===== src/rtl/pixel_depth_compositor.sv =====
// -----------------------------------------------------------------------------
// pixel_depth_compositor
//
// Resolves up to NUM_CH overlapping fragment channels into one RGB pixel per
// clock. The channels are reduced by a registered binary tree, either by fixed
// priority (lowest index wins) or by nearest signed depth. The pixel's timing
// signals, resolve mode and background colour travel down the tree alongside
// it. A per-frame counter reports how many displayed pixels had two or more
// covering fragments.
//
// Ports
//   clk_pix, rst_pix        pixel clock, synchronous active-high reset
//   frame_start             one-cycle pulse at the start of each frame
//   in_hsync/in_vsync/in_de display timing for the incoming pixel
//   frag_inside             per-channel coverage flags (bit i = channel i)
//   frag_z                  per-channel signed depth, channel i at [i*Z_W +: Z_W]
//   frag_color              per-channel colour, channel i at [i*COLOR_W +: COLOR_W]
//   cfg_mode                0 = priority, 1 = nearest depth (shadowed on frame_start)
//   cfg_bg_color            background colour (shadowed on frame_start)
//   vga_hsync/vga_vsync     timing delayed by LAT cycles
//   vga_r/vga_g/vga_b       resolved colour, r = MSB third, b = LSB third
//   stat_overlap            overlap-pixel count of the previous frame
//   stat_valid              one-cycle pulse when stat_overlap updates
// -----------------------------------------------------------------------------
module pixel_depth_compositor #(
  parameter int NUM_CH  = 4,
  parameter int Z_W     = 32,
  parameter int COLOR_W = 12,
  parameter int STAT_W  = 20
) (
  input  logic                      clk_pix,
  input  logic                      rst_pix,
  input  logic                      frame_start,
  input  logic                      in_hsync,
  input  logic                      in_vsync,
  input  logic                      in_de,
  input  logic [NUM_CH-1:0]         frag_inside,
  input  logic [NUM_CH*Z_W-1:0]     frag_z,
  input  logic [NUM_CH*COLOR_W-1:0] frag_color,
  input  logic                      cfg_mode,
  input  logic [COLOR_W-1:0]        cfg_bg_color,
  output logic                      vga_hsync,
  output logic                      vga_vsync,
  output logic [COLOR_W/3-1:0]      vga_r,
  output logic [COLOR_W/3-1:0]      vga_g,
  output logic [COLOR_W/3-1:0]      vga_b,
  output logic [STAT_W-1:0]         stat_overlap,
  output logic                      stat_valid
);

  localparam int LVL = $clog2(NUM_CH);
  localparam int P   = 1 << LVL;
  localparam int C3  = COLOR_W / 3;
  localparam logic [COLOR_W-1:0] BG_RST = COLOR_W'(8);

  // ---------------------------------------------------------------------------
  // Configuration shadow registers
  // ---------------------------------------------------------------------------
  logic               act_mode_q;
  logic [COLOR_W-1:0] act_bg_q;
  logic               pix_mode;
  logic [COLOR_W-1:0] pix_bg;

  always_ff @(posedge clk_pix) begin
    if (rst_pix) begin
      act_mode_q <= 1'b0;
      act_bg_q   <= BG_RST;
    end else if (frame_start) begin
      act_mode_q <= cfg_mode;
      act_bg_q   <= cfg_bg_color;
    end
  end

  // The pixel presented together with frame_start already uses the new values.
  assign pix_mode = frame_start ? cfg_mode : act_mode_q;
  assign pix_bg   = frame_start ? cfg_bg_color : act_bg_q;

  // ---------------------------------------------------------------------------
  // Reduction tree
  // ---------------------------------------------------------------------------
  // Higher-index input b replaces a only if it is inside and either a is not,
  // or depth mode is active and b is strictly nearer. Ties keep the lower index.
  function automatic logic b_wins(input logic                  a_in,
                                  input logic signed [Z_W-1:0] a_z,
                                  input logic                  b_in,
                                  input logic signed [Z_W-1:0] b_z,
                                  input logic                  mode);
    return b_in && (!a_in || (mode && (b_z < a_z)));
  endfunction

  // Level 0 is the masked input; levels 1..LVL are registered tree stages.
  for (genvar lv = 0; lv <= LVL; lv++) begin : g_lvl
    localparam int N = P >> lv;

    logic                      ins [N];
    logic signed [Z_W-1:0]     z   [N];
    logic        [COLOR_W-1:0] col [N];
    logic                      mode;
    logic                      de;
    logic                      hs;
    logic                      vs;
    logic        [COLOR_W-1:0] bg;

    if (lv == 0) begin : g_leaf
      for (genvar i = 0; i < P; i++) begin : g_ch
        if (i < NUM_CH) begin : g_real
          // Non-covering channels are zeroed so their depth/colour cannot leak.
          assign ins[i] = frag_inside[i];
          assign z[i]   = frag_inside[i] ? frag_z[i*Z_W +: Z_W] : '0;
          assign col[i] = frag_inside[i] ? frag_color[i*COLOR_W +: COLOR_W] : '0;
        end else begin : g_pad
          assign ins[i] = 1'b0;
          assign z[i]   = '0;
          assign col[i] = '0;
        end
      end
      assign mode = pix_mode;
      assign de   = in_de;
      assign hs   = in_hsync;
      assign vs   = in_vsync;
      assign bg   = pix_bg;
    end else begin : g_node
      always_ff @(posedge clk_pix) begin
        if (rst_pix) begin
          for (int n = 0; n < N; n++) begin
            ins[n] <= 1'b0;
            z[n]   <= '0;
            col[n] <= '0;
          end
          mode <= 1'b0;
          de   <= 1'b0;
          hs   <= 1'b0;
          vs   <= 1'b0;
          bg   <= '0;
        end else begin
          for (int n = 0; n < N; n++) begin
            if (b_wins(g_lvl[lv-1].ins[2*n],   g_lvl[lv-1].z[2*n],
                       g_lvl[lv-1].ins[2*n+1], g_lvl[lv-1].z[2*n+1],
                       g_lvl[lv-1].mode)) begin
              ins[n] <= g_lvl[lv-1].ins[2*n+1];
              z[n]   <= g_lvl[lv-1].z[2*n+1];
              col[n] <= g_lvl[lv-1].col[2*n+1];
            end else begin
              ins[n] <= g_lvl[lv-1].ins[2*n];
              z[n]   <= g_lvl[lv-1].z[2*n];
              col[n] <= g_lvl[lv-1].col[2*n];
            end
          end
          mode <= g_lvl[lv-1].mode;
          de   <= g_lvl[lv-1].de;
          hs   <= g_lvl[lv-1].hs;
          vs   <= g_lvl[lv-1].vs;
          bg   <= g_lvl[lv-1].bg;
        end
      end
    end
  end

  // ---------------------------------------------------------------------------
  // Output register
  // ---------------------------------------------------------------------------
  logic [COLOR_W-1:0] out_color_d;
  logic [COLOR_W-1:0] out_color_q;
  logic               out_hs_q;
  logic               out_vs_q;

  always_comb begin
    out_color_d = '0;
    if (g_lvl[LVL].de) begin
      out_color_d = g_lvl[LVL].ins[0] ? g_lvl[LVL].col[0] : g_lvl[LVL].bg;
    end
  end

  always_ff @(posedge clk_pix) begin
    if (rst_pix) begin
      out_color_q <= '0;
      out_hs_q    <= 1'b0;
      out_vs_q    <= 1'b0;
    end else begin
      out_color_q <= out_color_d;
      out_hs_q    <= g_lvl[LVL].hs;
      out_vs_q    <= g_lvl[LVL].vs;
    end
  end

  assign vga_hsync = out_hs_q;
  assign vga_vsync = out_vs_q;
  assign vga_r     = out_color_q[COLOR_W-1 -: C3];
  assign vga_g     = out_color_q[C3 +: C3];
  assign vga_b     = out_color_q[0 +: C3];

  // ---------------------------------------------------------------------------
  // Overlap statistics
  // ---------------------------------------------------------------------------
  logic              overlap_now;
  logic [STAT_W-1:0] cnt_d;
  logic [STAT_W-1:0] cnt_q;
  logic [STAT_W-1:0] stat_overlap_q;
  logic              stat_valid_q;

  // x & (x-1) is non-zero exactly when two or more bits are set.
  assign overlap_now = in_de && ((frag_inside & (frag_inside - NUM_CH'(1))) != '0);

  always_comb begin
    cnt_d = cnt_q;
    if (frame_start) begin
      cnt_d = overlap_now ? STAT_W'(1) : '0;
    end else if (overlap_now && (cnt_q != {STAT_W{1'b1}})) begin
      cnt_d = cnt_q + STAT_W'(1);
    end
  end

  always_ff @(posedge clk_pix) begin
    if (rst_pix) begin
      cnt_q          <= '0;
      stat_overlap_q <= '0;
      stat_valid_q   <= 1'b0;
    end else begin
      cnt_q        <= cnt_d;
      stat_valid_q <= frame_start;
      if (frame_start) begin
        stat_overlap_q <= cnt_q;
      end
    end
  end

  assign stat_overlap = stat_overlap_q;
  assign stat_valid   = stat_valid_q;

endmodule


===== config.mk =====
export PLATFORM = sky130hd
export DESIGN_NAME = pixel_depth_compositor
export DESIGN_NICKNAME = d
export VERILOG_FILES = /design/src/rtl/pixel_depth_compositor.sv
export SDC_FILE = /design/constraint.sdc
export NUM_CORES = 1
export LEC_CHECK = 0
export ABC_CLOCK_PERIOD_IN_PS = 7370
export CAP_MARGIN = 20
export CELL_PAD_IN_SITES_DETAIL_PLACEMENT = 1
export CELL_PAD_IN_SITES_GLOBAL_PLACEMENT = 1
export CORE_ASPECT_RATIO = 1.5
export CORE_UTILIZATION = 40
export DETAILED_ROUTE_END_ITERATION = 7
export PLACE_DENSITY_LB_ADDON = 0.2
export SETUP_SLACK_MARGIN = 0.1
export SYNTH_ARGS = -nofsm -noshare
export SYNTH_HDL_FRONTEND = slang
export SYNTH_SLANG_ARGS = --single-unit

===== constraint.sdc =====
create_clock -name clk_pix -period 7.37 [get_ports clk_pix]
set_input_delay 1.474 -clock clk_pix [delete_from_list [all_inputs] [get_ports clk_pix]]
set_output_delay 1.474 -clock clk_pix [all_outputs]
set_load 0.005 [all_outputs]

==> metrics <==
Longest Clk Path Bufs 2; CP Data Required Time 7.55 ns; P&R area growth vs syn 33.4%; total power 2.52 mW; DIE HEIGHT 199 um; initial core utilization 41.1%; WL per Instance 17.5 um; fmax 199 MHz; post-synthesis instance total 1117; post-CTS sizing 0; Slowest-stage cell, CP nor4_1; DP Area 13300 sq um; Finished Core Util 54.8%; H-Tree Depth 4; largest stage delay on the critical path 0.68 ns; worst path arrival time 5.20 ns; #FFs+latches synth 190; clock sinks 190; sw power 0.686 mW; Tmin final 5.03 ns; Root Buffer clkbuf_16; Pre-Repair DR Iteration Count 4; Post-Route M1 WL 11800 um; critical path class in2reg; Clock Power Share 34.1%; total global routing overflow 0; fill count 2984; Final #Nets 1717; Iter 0 DRT Violations 325; Top Layer Used met4; row count 71; Primary FF master, synth edfxtp_1; RSZ-0062 raised after global routing false; status finished clean; DRC viols 0; max-cap check violation count 0; Pwr Density 182 nW/um^2; area occupied by multi-input gates 5300 sq um; worst path cell trace buf_2, buf_4, nand2_1, inv_1, ha_1, nand4_1, nor4_1, o311a_1, nor4_1, o21ai_4, buf_4, o22ai_1; Vias/cell 5.11; Hold Vio Cnt, Final 0; Clock Skew 0.00883 ns; pre-CTS setup slack 1.83 ns; VDD IR max 161 uV; Finished Cell Area 13800 sq um; vias in the first global route 9695; Finish-stage setup viols 0; CTS Buf Count 17; combinational fraction of design power 18.2%; metal3 WL 857 um; core area 25200 sq um; Sw Share 27.3%; met2 wire length 17000 um; Hold WC Path Type reg2reg; final worst path period share 68.2%; die area 26600 sq um; dpl hpwl 24200 um; RePlAce Congestion 0.848; internal power 1.83 mW; DIE WIDTH 133 um; wire length of the first global-routing pass 48500 um; pin count of the biggest net entering global routing 65; later-pin clock latency in the skew report 0.45 ns; Yosys warnings 0; Max Slew Vio Count 0; min setup slack post-route 2.34 ns; CP bufs+invs 4; ANT nets after route 0; CTS tree yes; share of layout cells above drive strength 1 3.69%; Reg clk slew, reported paths 0.07 ns; IO Pins 234; worst slew pin tran 1.02 ns; EDFF count, synth 103; hold_buf cts 0; antenna violations before repair 2; Seq pwr share 47.7%; Seq/Total Area, Yosys 46.7%; CP Capture Type register; Syn Std Cell Area 10400 sq um; post-CTS setup buffer count 0; gr usage total 24.0%; setup TNS 0 ns; final wirelength 30900 um; syn_area_per_cell 9.28 sq um; async set-reset flop share out of synthesis 0%; via count 9038; PortBufs 233; largest fanout on the critical path 30; startpoint types input port; Seq. cell area 4830 sq um; Cell variety after synth 55; delay-heaviest family, CP buffers and inverters; Leak 6.03 nW; slew margin rel. 32.2%
[power by group through the flow]
stage                     sequential [mW]  combinational, mW  clock, mW
after floorplan                      1.21              0.258          0
after global placement               1.22              0.441          0
after detailed placement             1.22              0.458          0
after CTS                            1.20              0.461      0.876
after global routing                 1.20              0.509      0.916
final                                1.20              0.458      0.859
[kinds of logic (layout without fill, tap and decap cells)]
kind of cell / count (synthesis) / after routing / synth area share, %
simple gates: 411 / 411 / 17.3
buf+inv: 157 / 375 / 6.13
mux: 58 / 58 / 5.62
compound gates: 191 / 191 / 11.6
other cells: 1 / 105 / 0.0362
xor+xnor: 14 / 14 / 1.18
fa+ha+maj: 95 / 95 / 11.4
flops: 190 / 190 / 46.7
[path summary, 6_finish.rpt]
kind                                   start                           end  slack [ns]  cells past startpoint
hold / removal        g_lvl[1].de$_SDFF_PP0_        g_lvl[2].de$_SDFF_PP0_        0.44                      1
setup / recovery              frag_inside[3]    g_lvl[1].z[1][1]$_DFFE_PP_        2.34                     12
setup reg to reg  g_lvl[1].z[1][5]$_DFFE_PP_  g_lvl[2].col[0][7]$_DFFE_PP_        4.60                      8
hold reg to reg       g_lvl[1].de$_SDFF_PP0_        g_lvl[2].de$_SDFF_PP0_        0.44                      1
[synth_stat cells (4+ instances only)]
cell | number | area [sq um]
buf_2 | 12 | 60.1
nor2b_1 | 21 | 131
clkbuf_1 | 26 | 97.6
a21oi_1 | 44 | 220
buf_1 | 13 | 48.8
edfxtp_1 | 103 | 3090
nand2_1 | 231 | 867
or3_1 | 7 | 43.8
buf_4 | 4 | 30.0
dfxtp_1 | 87 | 1740
nand4_1 | 19 | 119
ha_1 | 94 | 1180
and4_1 | 6 | 52.6
inv_1 | 101 | 379
o22ai_1 | 86 | 538
nor3_1 | 10 | 50.1
a211oi_1 | 8 | 60.1
xnor2_1 | 8 | 70.1
xor2_1 | 6 | 52.6
nand3_1 | 15 | 75.1
o21ai_0 | 24 | 120
mux2i_1 | 57 | 571
nor4_1 | 5 | 31.3
nor2_1 | 81 | 304
and2_1 | 4 | 25.0
[registers in the layout (all words and copies together) (netlist names)]
signal	cells
g_lvl.z	64
g_lvl.col	36
cnt_q	20
stat_overlap	20
g_lvl.bg	13
act_bg_q	12
out_color_q	12
g_lvl.ins	3
g_lvl.de	2
g_lvl.hs	2
g_lvl.vs	2
g_lvl.mode	1
stat_valid	1
vga_hsync	1
vga_vsync	1
[worst reg2reg max path, cell delays in order (launching register included)]
cell	delay (ns)
edfxtp_1	0.40
ha_1	0.34
a21o_1	0.19
nand3_1	0.07
a211oi_1	0.07
or4_1	0.60
a211oi_2	0.27
o221a_4	0.39
mux2i_1	0.27
[per-layer routing]
metal	track usage, %	vias up
li1	-	4415
met1	24.6	4344
met2	46.6	214
met3	3.86	65
met5	0	-
met4	11.6	0
[area by class of cell]
class / instances / area share (%)
Timing Repair Buffer: 242 / 17.1
Inverter: 101 / 2.74
Clock buffer: 21 / 3.19
Multi-Input combinational cell: 872 / 38.4
Sequential cell: 190 / 35.0
Tap cell: 328 / 2.97
Antenna cell: 2 / 0.0362
Clock inverter: 11 / 0.588
[stage by stage]
| stage | cells | hold slack, ns |
|---|---|---|
| floorplan | 1219 | 0.414 |
| global route | 1767 | 0.465 |
| detailed placement | 1733 | 0.429 |
| global placement | 1733 | 0.418 |
| finish | 1767 | 0.442 |
| CTS | 1765 | 0.442 |
[layout by cell type (no fill, tap or decap), types with 3 or more instances in the layout]
cell	synthesis	layout
and2_1	4	4
inv_1	101	101
o21ai_4	0	3
clkdlybuf4s50_1	0	227
nor4_1	5	5
inv_4	0	3
nor3_1	10	10
o21ai_0	24	24
xor2_1	6	6
dfxtp_1	87	87
buf_2	12	6
clkbuf_16	0	17
nand2_1	231	231
conb_1	1	103
o22ai_1	86	86
nor2_1	81	81
a21oi_1	44	44
a21o_1	3	3
o211ai_1	3	3
edfxtp_1	103	103
buf_4	4	9
a211oi_1	8	8
mux2i_1	57	57
nor2b_1	21	21
or3_1	7	7
xnor2_1	8	8
clkbuf_1	26	4
and3_1	3	3
nand3_1	15	15
and4_1	6	6
o31ai_1	3	3
inv_6	0	4
nand4_1	19	19
ha_1	94	94
(Power assumes the default switching activity.)
